===== config.mk =====
export PLATFORM = sky130hd
export DESIGN_NAME = io_port_device
export DESIGN_NICKNAME = d
export VERILOG_FILES = /design/src/rtl/io_port_device.sv
export SDC_FILE = /design/constraint.sdc
export NUM_CORES = 1
export LEC_CHECK = 0
export CAP_MARGIN = 25
export CORE_ASPECT_RATIO = 0.75
export CORE_MARGIN = 5
export CORE_UTILIZATION = 40
export CTS_BUF_LIST = sky130_fd_sc_hd__clkbuf_4 sky130_fd_sc_hd__clkbuf_8 sky130_fd_sc_hd__clkbuf_16
export DETAILED_ROUTE_END_ITERATION = 8
export PLACE_DENSITY_LB_ADDON = 0.3
export SLEW_MARGIN = 20
export SYNTH_ARGS = -nofsm -noshare
export SYNTH_HDL_FRONTEND = slang
export SYNTH_SLANG_ARGS = --single-unit

===== constraint.sdc =====
create_clock -name i_w_clk -period 3.67 [get_ports i_w_clk]
set_input_delay 0.5505 -clock i_w_clk [delete_from_list [all_inputs] [get_ports i_w_clk]]
set_output_delay 0.5505 -clock i_w_clk [all_outputs]
set_load 0.01 [all_outputs]

===== src/rtl/io_port_device.sv =====
// io_port_device: CPU I/O-port responder with an RX FIFO for inbound external
// words and a TX holding register with a valid/ready handshake.
// Register map (offset from p_base_port): 0 RXDATA (rd, pops), 1 STATUS (rd),
// 2 TXDATA (wr), 3 CTRL (wr). Read data is registered and is 0 on every cycle
// that is not the one following an IN strobe, so the bus can be OR-combined.
// Optional feature: define IO_PORT_IRQ_EN to add the o_w_irq output.
//
// Handshake rules: a word moves across an interface only on a rising edge
// where valid && ready. Here, ext_valid/ext_ready push into the RX FIFO, and
// tx_valid/tx_ready hand the TX word to the sink. o_w_ext_ready is
// combinational (!full). It does not depend on i_w_ext_valid.
module io_port_device #(
    parameter int                      p_data_width     = 16,
    parameter int                      p_port_width     = 8,
    parameter logic [p_port_width-1:0] p_base_port      = 8'h10,
    parameter int                      p_fifo_depth_log = 2
) (
    input  logic                    i_w_clk,
    input  logic                    i_w_reset,
    input  logic [p_port_width-1:0] i_w_io_addr,
    input  logic                    i_w_io_rd,
    input  logic                    i_w_io_wr,
    input  logic [p_data_width-1:0] i_w_io_in,
    output logic [p_data_width-1:0] o_w_io_out,
    input  logic                    i_w_ext_valid,
    input  logic [p_data_width-1:0] i_w_ext_data,
    output logic                    o_w_ext_ready,
    output logic                    o_w_tx_valid,
    output logic [p_data_width-1:0] o_w_tx_data,
`ifdef IO_PORT_IRQ_EN
    output logic                    o_w_irq,
`endif
    input  logic                    i_w_tx_ready
);

    localparam int AW    = p_fifo_depth_log;
    localparam int CW    = p_fifo_depth_log + 1;
    localparam int DEPTH = 2 ** p_fifo_depth_log;

    logic [p_data_width-1:0] mem_q [DEPTH];
    logic [AW-1:0]           wr_ptr_q, wr_ptr_d;
    logic [AW-1:0]           rd_ptr_q, rd_ptr_d;
    logic [CW-1:0]           count_q, count_d;
    logic                    overrun_q, overrun_d;
    logic                    tx_valid_q, tx_valid_d;
    logic [p_data_width-1:0] tx_data_q, tx_data_d;
    logic [p_data_width-1:0] io_out_q, io_out_d;
    logic                    irq_bit;

    // Address decode: an offset outside 0..3 matches no register.
    logic [p_port_width-1:0] offset;
    logic                    hit;
    logic                    rd_only;
    logic                    sel_rx, sel_st, sel_tx, sel_ctrl;
    logic                    rx_empty, rx_full;
    logic                    push, pop, underflow, flush, clr_ovr, tx_load, tx_take;
    logic [p_data_width-1:0] status_word;

    assign offset   = i_w_io_addr - p_base_port;
    assign hit      = (offset[p_port_width-1:2] == '0);
    assign sel_rx   = hit && (offset[1:0] == 2'd0);
    assign sel_st   = hit && (offset[1:0] == 2'd1);
    assign sel_tx   = hit && (offset[1:0] == 2'd2);
    assign sel_ctrl = hit && (offset[1:0] == 2'd3);

    // A read that coincides with a write is dropped: the write takes priority.
    assign rd_only   = i_w_io_rd && !i_w_io_wr;
    assign rx_empty  = (count_q == '0);
    assign rx_full   = (count_q == CW'(DEPTH));
    assign o_w_ext_ready = !rx_full;

    assign flush     = i_w_io_wr && sel_ctrl && i_w_io_in[0];
    assign clr_ovr   = i_w_io_wr && sel_ctrl && i_w_io_in[1];
    assign push      = i_w_ext_valid && !rx_full && !flush;
    assign pop       = rd_only && sel_rx && !rx_empty;
    assign underflow = rd_only && sel_rx && rx_empty;
    assign tx_load   = i_w_io_wr && sel_tx;
    assign tx_take   = tx_valid_q && i_w_tx_ready;

`ifdef IO_PORT_IRQ_EN
    logic irq_en_q;
    logic irq_q;
    assign irq_bit = irq_q;
    assign o_w_irq = irq_q;

    // Interrupt enable is a sticky CTRL bit; the irq line is registered.
    always_ff @(posedge i_w_clk) begin
        if (!i_w_reset) begin
            irq_en_q <= 1'b0;
            irq_q    <= 1'b0;
        end else begin
            if (i_w_io_wr && sel_ctrl) irq_en_q <= i_w_io_in[2];
            irq_q <= (!rx_empty && irq_en_q) || overrun_q;
        end
    end
`else
    assign irq_bit = 1'b0;
`endif

    assign status_word = {{(p_data_width-5){1'b0}}, irq_bit, overrun_q,
                          tx_valid_q, rx_full, rx_empty};

    // Next-state computation for FIFO pointers, overrun, TX register and read data.
    always_comb begin
        wr_ptr_d   = wr_ptr_q;
        rd_ptr_d   = rd_ptr_q;
        count_d    = count_q;
        overrun_d  = overrun_q;
        tx_valid_d = tx_valid_q;
        tx_data_d  = tx_data_q;
        io_out_d   = '0;

        if (flush) begin
            wr_ptr_d = '0;
            rd_ptr_d = '0;
            count_d  = '0;
        end else begin
            if (push) wr_ptr_d = wr_ptr_q + AW'(1);
            if (pop)  rd_ptr_d = rd_ptr_q + AW'(1);
            if (push && !pop)      count_d = count_q + CW'(1);
            else if (pop && !push) count_d = count_q - CW'(1);
        end

        // Overwriting an unaccepted TX word and reading an empty RX FIFO
        // share the overrun flag; setting wins over clearing.
        if (clr_ovr) overrun_d = 1'b0;
        if (underflow || (tx_load && tx_valid_q && !i_w_tx_ready)) overrun_d = 1'b1;

        if (tx_load) begin
            tx_data_d  = i_w_io_in;
            tx_valid_d = 1'b1;
        end else if (tx_take) begin
            tx_valid_d = 1'b0;
        end

        if (rd_only) begin
            if (sel_rx && !rx_empty) io_out_d = mem_q[rd_ptr_q];
            else if (sel_st)         io_out_d = status_word;
        end
    end

    // State registers with synchronous active-low reset.
    always_ff @(posedge i_w_clk) begin
        if (!i_w_reset) begin
            wr_ptr_q   <= '0;
            rd_ptr_q   <= '0;
            count_q    <= '0;
            overrun_q  <= 1'b0;
            tx_valid_q <= 1'b0;
            tx_data_q  <= '0;
            io_out_q   <= '0;
        end else begin
            wr_ptr_q   <= wr_ptr_d;
            rd_ptr_q   <= rd_ptr_d;
            count_q    <= count_d;
            overrun_q  <= overrun_d;
            tx_valid_q <= tx_valid_d;
            tx_data_q  <= tx_data_d;
            io_out_q   <= io_out_d;
        end
    end

    // FIFO storage needs no reset: empty entries are never read out.
    always_ff @(posedge i_w_clk) begin
        if (i_w_reset && push) mem_q[wr_ptr_q] <= i_w_ext_data;
    end

    assign o_w_io_out   = io_out_q;
    assign o_w_tx_valid = tx_valid_q;
    assign o_w_tx_data  = tx_data_q;

endmodule


### Word-level counts from Yosys, hierarchy flattened

Memory sizes are Yosys's and may differ from the RTL's. A register that Yosys moved wholly into a read port is not among the register bits.
Index checks and enable logic that the tools add are counted.

| storage, ports and cells | value |
|---|---|
| bits in registers | 41 |
| memory bits (writable) | 64 |
| output and inout port bits | 34 |
| logic and storage cells | 67 |
| memories | 1 |

Memory list:

| memory | depth | bits a word | read ports | clocked after memory_dff | wr ports | line | source |
|---|---|---|---|---|---|---|---|
| mem_q | 4 | 16 | 1 | 1 | 1 | 40 | `logic [p_data_width-1:0] mem_q [DEPTH];` |

| operators by class | value |
|---|---|
| $add $sub $neg | 5 |
| equal/unequal tests | 4 |
| muxes and demuxes | 12 |
| bitwise operators | 1 |
| reductions and logical operators | 37 |

Operators by type and width:

| operator | count |
|---|---|
| logical AND 1 bit | 21 |
| two-way mux 16 bit | 1 |
| subtractor 8 x 5 -> 8 bit (second input constant) | 1 |
| logical NOT 1 bit | 7 |
| logical NOT 6 bit | 1 |
| two-way mux 1 bit | 6 |
| two-way mux 3 bit | 2 |
| nonzero test 2 bit | 3 |
| adder 2 x 1 -> 2 bit (second input constant) | 2 |
| == test 2 bit (second input constant) | 2 |
| two-way mux 2 bit | 2 |
| two-way mux 4 bit | 1 |
| adder 3 x 1 -> 3 bit (second input constant) | 1 |
| == test 3 bit (second input constant) | 1 |
| logical NOT 3 bit | 1 |
| subtractor 3 x 1 -> 3 bit (second input constant) | 1 |
| == test 2 x 1 -> 1 bit (second input constant) | 1 |
| logical NOT 2 bit | 1 |
| AND reduction 2 bit | 1 |
| OR reduction 2 bit | 1 |
| logical OR 1 bit | 1 |
| NOT 1 bit | 1 |

### Depth between registers and ports, before layout

| logic depth | value |
|---|---|
| depth in word-level cells | 11 |
| mapped depth | 10 |
| mapped depth without buffers | 10 |

### Least setup slack after synthesis

OpenSTA, ideal clock, no wires.

| path | value |
|---|---|
| path kind | input to register |
| start point | input port i_w_io_addr[3] |
| end point | register count_q[1] |
| arrival | 2.612 ns |
| data required time | 3.545 ns |
| path slack | 0.932 ns |
| stages | 8 |
| cells stage by stage | or4b_4 > or3_1 > o21ba_2 > ha_1 > inv_1 > fa_1 > mux2i_1 > nor2_1 |

| on the way | value |
|---|---|
| word-level cells in the longest chain between the ends | 10 |

Ends and longest elaborated chain:

| item | line | source |
|---|---|---|
| start, declared | 20 | `input logic [p_port_width-1:0] i_w_io_addr,` |
| subtractor 8 x 5 -> 8 bit * | 59 | `assign offset = i_w_io_addr - p_base_port;` |
| logical NOT 6 bit * | 60 | `assign hit = (offset[p_port_width-1:2] == '0);` |
| logical AND 1 bit * | 64 | `assign sel_ctrl = hit && (offset[1:0] == 2'd3);` |
| logical AND 1 bit * (2 in a row) | 72 | `assign flush = i_w_io_wr && sel_ctrl && i_w_io_in[0];` |
| logical NOT 1 bit * | 74 | `assign push = i_w_ext_valid && !rx_full && !flush;` |
| logical AND 1 bit * | 74 |  |
| via push | 56 | `logic push, pop, underflow, flush, clr_ovr, tx_load, tx_take;` |
| logical NOT 1 bit | 121 | `else if (pop && !push) count_d = count_q - CW'(1);` |
| logical AND 1 bit | 121 |  |
| nonzero test 2 bit (no source line) | -- |  |
| end signal, assigned | 155 | `count_q <= count_d;` |
| end, declared | 43 | `logic [CW-1:0] count_q, count_d;` |

The timed path passes the listed nets; every way through them passes the cells marked *.
A chain may end at the register's enable or synchronous reset.

### Worst setup path in the final report

Same ends and word-level chain as after synthesis.

==> flow_summary.ini <==
[outcome]
status = finished, final reports clean

[clock_tree]
cts-hold-fix-buffers = 0
h-tree-depth = 3
post_cts_buffers = 0
clkLatencyLatePin_ps = 340
clk_pin_slew_ps = 70
clk_path_buf_depth = 2
numCtsBuffers = 9
cts_root_buf = clkbuf_16
clkSinkCount = 107
post_cts_resized = 0
cts_tree = built

[critical_path]
endpoint_kind = flip-flop
crit_start = i_w_io_addr[3]
required_ps = 3880
crit_end = count_q[1]
reg2reg_to = count_q[1]
r2r_slack_ps = 1380
crit_arrival_ps = 3180
r2r-start = count_q[0]
slowest_stage = or4b_4
crit_path_max_fanout = 5
crit_path_max_incr_delay_ps = 590
critPathKind = input port to flip-flop
cp-start-kind = input port
crit_chain = clkdlybuf4s50_1 > or4b_4 > or3_1 > o21ba_2 > ha_1 > inv_1 > fa_1 > mux2i_1 > nor2_1
rr_worst_depth = 8

[hold_path]
min_from = o_w_tx_data[3]
hold_class = flip-flop to flip-flop

[timing]
report.final.slew_viol_count = 0
holdWs_ps = 452.0
rsz0062_at_grt = no
fin_setup_tns_ps = 0
clock.fmax_mhz = 337.3
fin_crit_sh_pct = 80.79
hold_violations = 0
worst_pin_slew_ps = 884.1
slew_headroom_pct = 41.06
clock_skew_ps = 7.761
fin_crit_ps = 2965
setup_viol = 0

[die]
initial_core_util_pct = 40.92
die_h_um = 96.09
coreArea_mm2 = 0.009658
die_x_um = 124.8
rows = 31
io_pins = 80
die-area_mm2 = 0.01199

[route]
via_count = 2321
drc = 0
drtAntennaViolNets = 0
routed_via_density = 4.766
wirelength_mm = 7.661
drt_iter0_drc = 191
wire_per_inst_um = 15.73
drt-pass1-iter-count = 4

[power_and_ir_drop]
power.density_mw_per_mm2 = 490.7
peakVddDrop_v = 0.0002302
leakage_nw = 1.710

[final_layout]
n_antenna_cell = 0
drive_gt1_share_pct = 11.27
stdcell_area_mm2 = 0.005180
areaGrowthSynthToFinish_pct = 31.05
layout.nets = 402

[global_routing]
grt_antenna_before_repair = 0
grt_max_degree = 20
grt_pass1_wl_mm = 12.07
grt_pass1_vias = 2320
grt_overflow = 0
grt_usage_pct = 13.01

[synthesis]
synthTopCellsByCount = 64 x edfxtp_1, 43 x dfxtp_1, 40 x nand2_1
ys_types = 35
async_flop_share_pct = 0
syn_avg_cell_area_um2 = 14.86
synth_nets = 318
ys_warn_count = 0
synth_edf_count = 64
netlist_top_cells_area = edfxtp_1 49%, dfxtp_1 22%, mux4_2 9.1%
yosys.area.top_type = edfxtp_1
synthCells = 266
synthFlopType = edfxtp_1
synth_top_area_share_pct = 48.62
yosysSeqAreaShare_pct = 70.40
yosys_register_bits = 107
synth_area_mm2 = 0.003953
post-synth-top-count-cell = edfxtp_1

[place]
gp_congestion = 0.7230
io_buffer_count = 79
post_dp_cell_area_mm2 = 0.004883
post-dp-hpwl_mm = 5.258

[flow_run]
cap_viol_max_count = 0
==> final cells by class <==
class	count	area [um2]
Fill cell	774	4478
Sequential cell	107	2783
Multi-Input combinational cell	141	1089
Timing Repair Buffer	82	813.3
Clock buffer	10	232.7
Tap cell	132	165.2
Clock inverter	6	63.81
Inverter	9	33.78
==> layer usage <==
metal / up-vias / share of wire (%) / GRT usage (%)
li1: 1136 / - / -
met1: 1139 / 46 / 16.86
met2: 40 / 49 / 20.95
met3: 6 / 3.4 / 4.215
met4: 0 / 1.3 / 4.380
met5: - / 0 / 0
==> how the worst min path moves through the flow <==
stage	to	slack (ps)	depth (start not counted)
floorplan	o_w_io_out[3]	420	2
global placement	o_w_tx_data[7]	440	2
global route	o_w_tx_data[7]	470	2
detailed placement	o_w_tx_data[15]	440	2
finish	o_w_tx_data[3]	450	2
CTS	o_w_tx_data[15]	450	2
==> power breakdown <==
part	internal (W)	switching [W]	total [W]
clock	0.000537	0.000411	0.000948
combinational	0.000121	0.000112	0.000232
sequential	0.00134	0.0000260	0.00136
total	0.00199	0.000549	0.00254
==> through the flow <==
stage	cells	util [%]	power, W	setup WS [ps]
finish	487	53.63	0.002542	705.2
global route	487	53.63	0.002654	602.1
CTS	487	53.63	0.002565	723.2
detailed placement	471	50.56	0.001621	369.7
global placement	471	50.56	0.001613	413.5
floorplan	266	-	0.001511	932.5
==> worst max-delay path: cells and delay by family <==
kind            cells  cell delay (ps)
mux                 1              140
buf+inv             2              500
fa+ha+maj           2              630
simple gates        3             1100
compound gates      1              270
==> cell usage in the layout (no fill, tap or decap), types with 2 or more instances in the layout <==
| cell | instances |
|---|---|
| clkdlybuf4s50_1 | 79 |
| edfxtp_1 | 64 |
| dfxtp_1 | 43 |
| nand2_1 | 40 |
| a21oi_1 | 18 |
| mux4_2 | 16 |
| nor2b_1 | 13 |
| nor2_1 | 11 |
| clkbuf_16 | 9 |
| inv_1 | 8 |
| ha_1 | 5 |
| or3_1 | 4 |
| and3_1 | 4 |
| o21ai_0 | 4 |
| clkinv_1 | 3 |
| xor2_1 | 3 |
| buf_4 | 3 |
| or2_2 | 2 |
| nor4b_1 | 2 |
| nand4_1 | 2 |
| or4_1 | 2 |
| xnor2_1 | 2 |
| o22ai_1 | 2 |
| clkinv_4 | 2 |
==> logic make-up after synthesis <==
logic type / after synthesis / share of synthesized area [%]
flops: 107 / 70.40
mux: 17 / 9.370
compound gates: 27 / 3.736
simple gates: 86 / 11.24
fa+ha+maj: 6 / 2.089
xor+xnor: 5 / 1.108
buf+inv: 18 / 2.058
==> sequential cells by signal (all words and copies together) (netlist names), named ones only <==
register,count
o_w_tx_valid,1
mem_q,64
overrun_q,1
count_q,3
o_w_io_out,16
o_w_tx_data,16
rd_ptr_q,2
wr_ptr_q,2
Note: power is estimated with default switching activity, not from simulation.
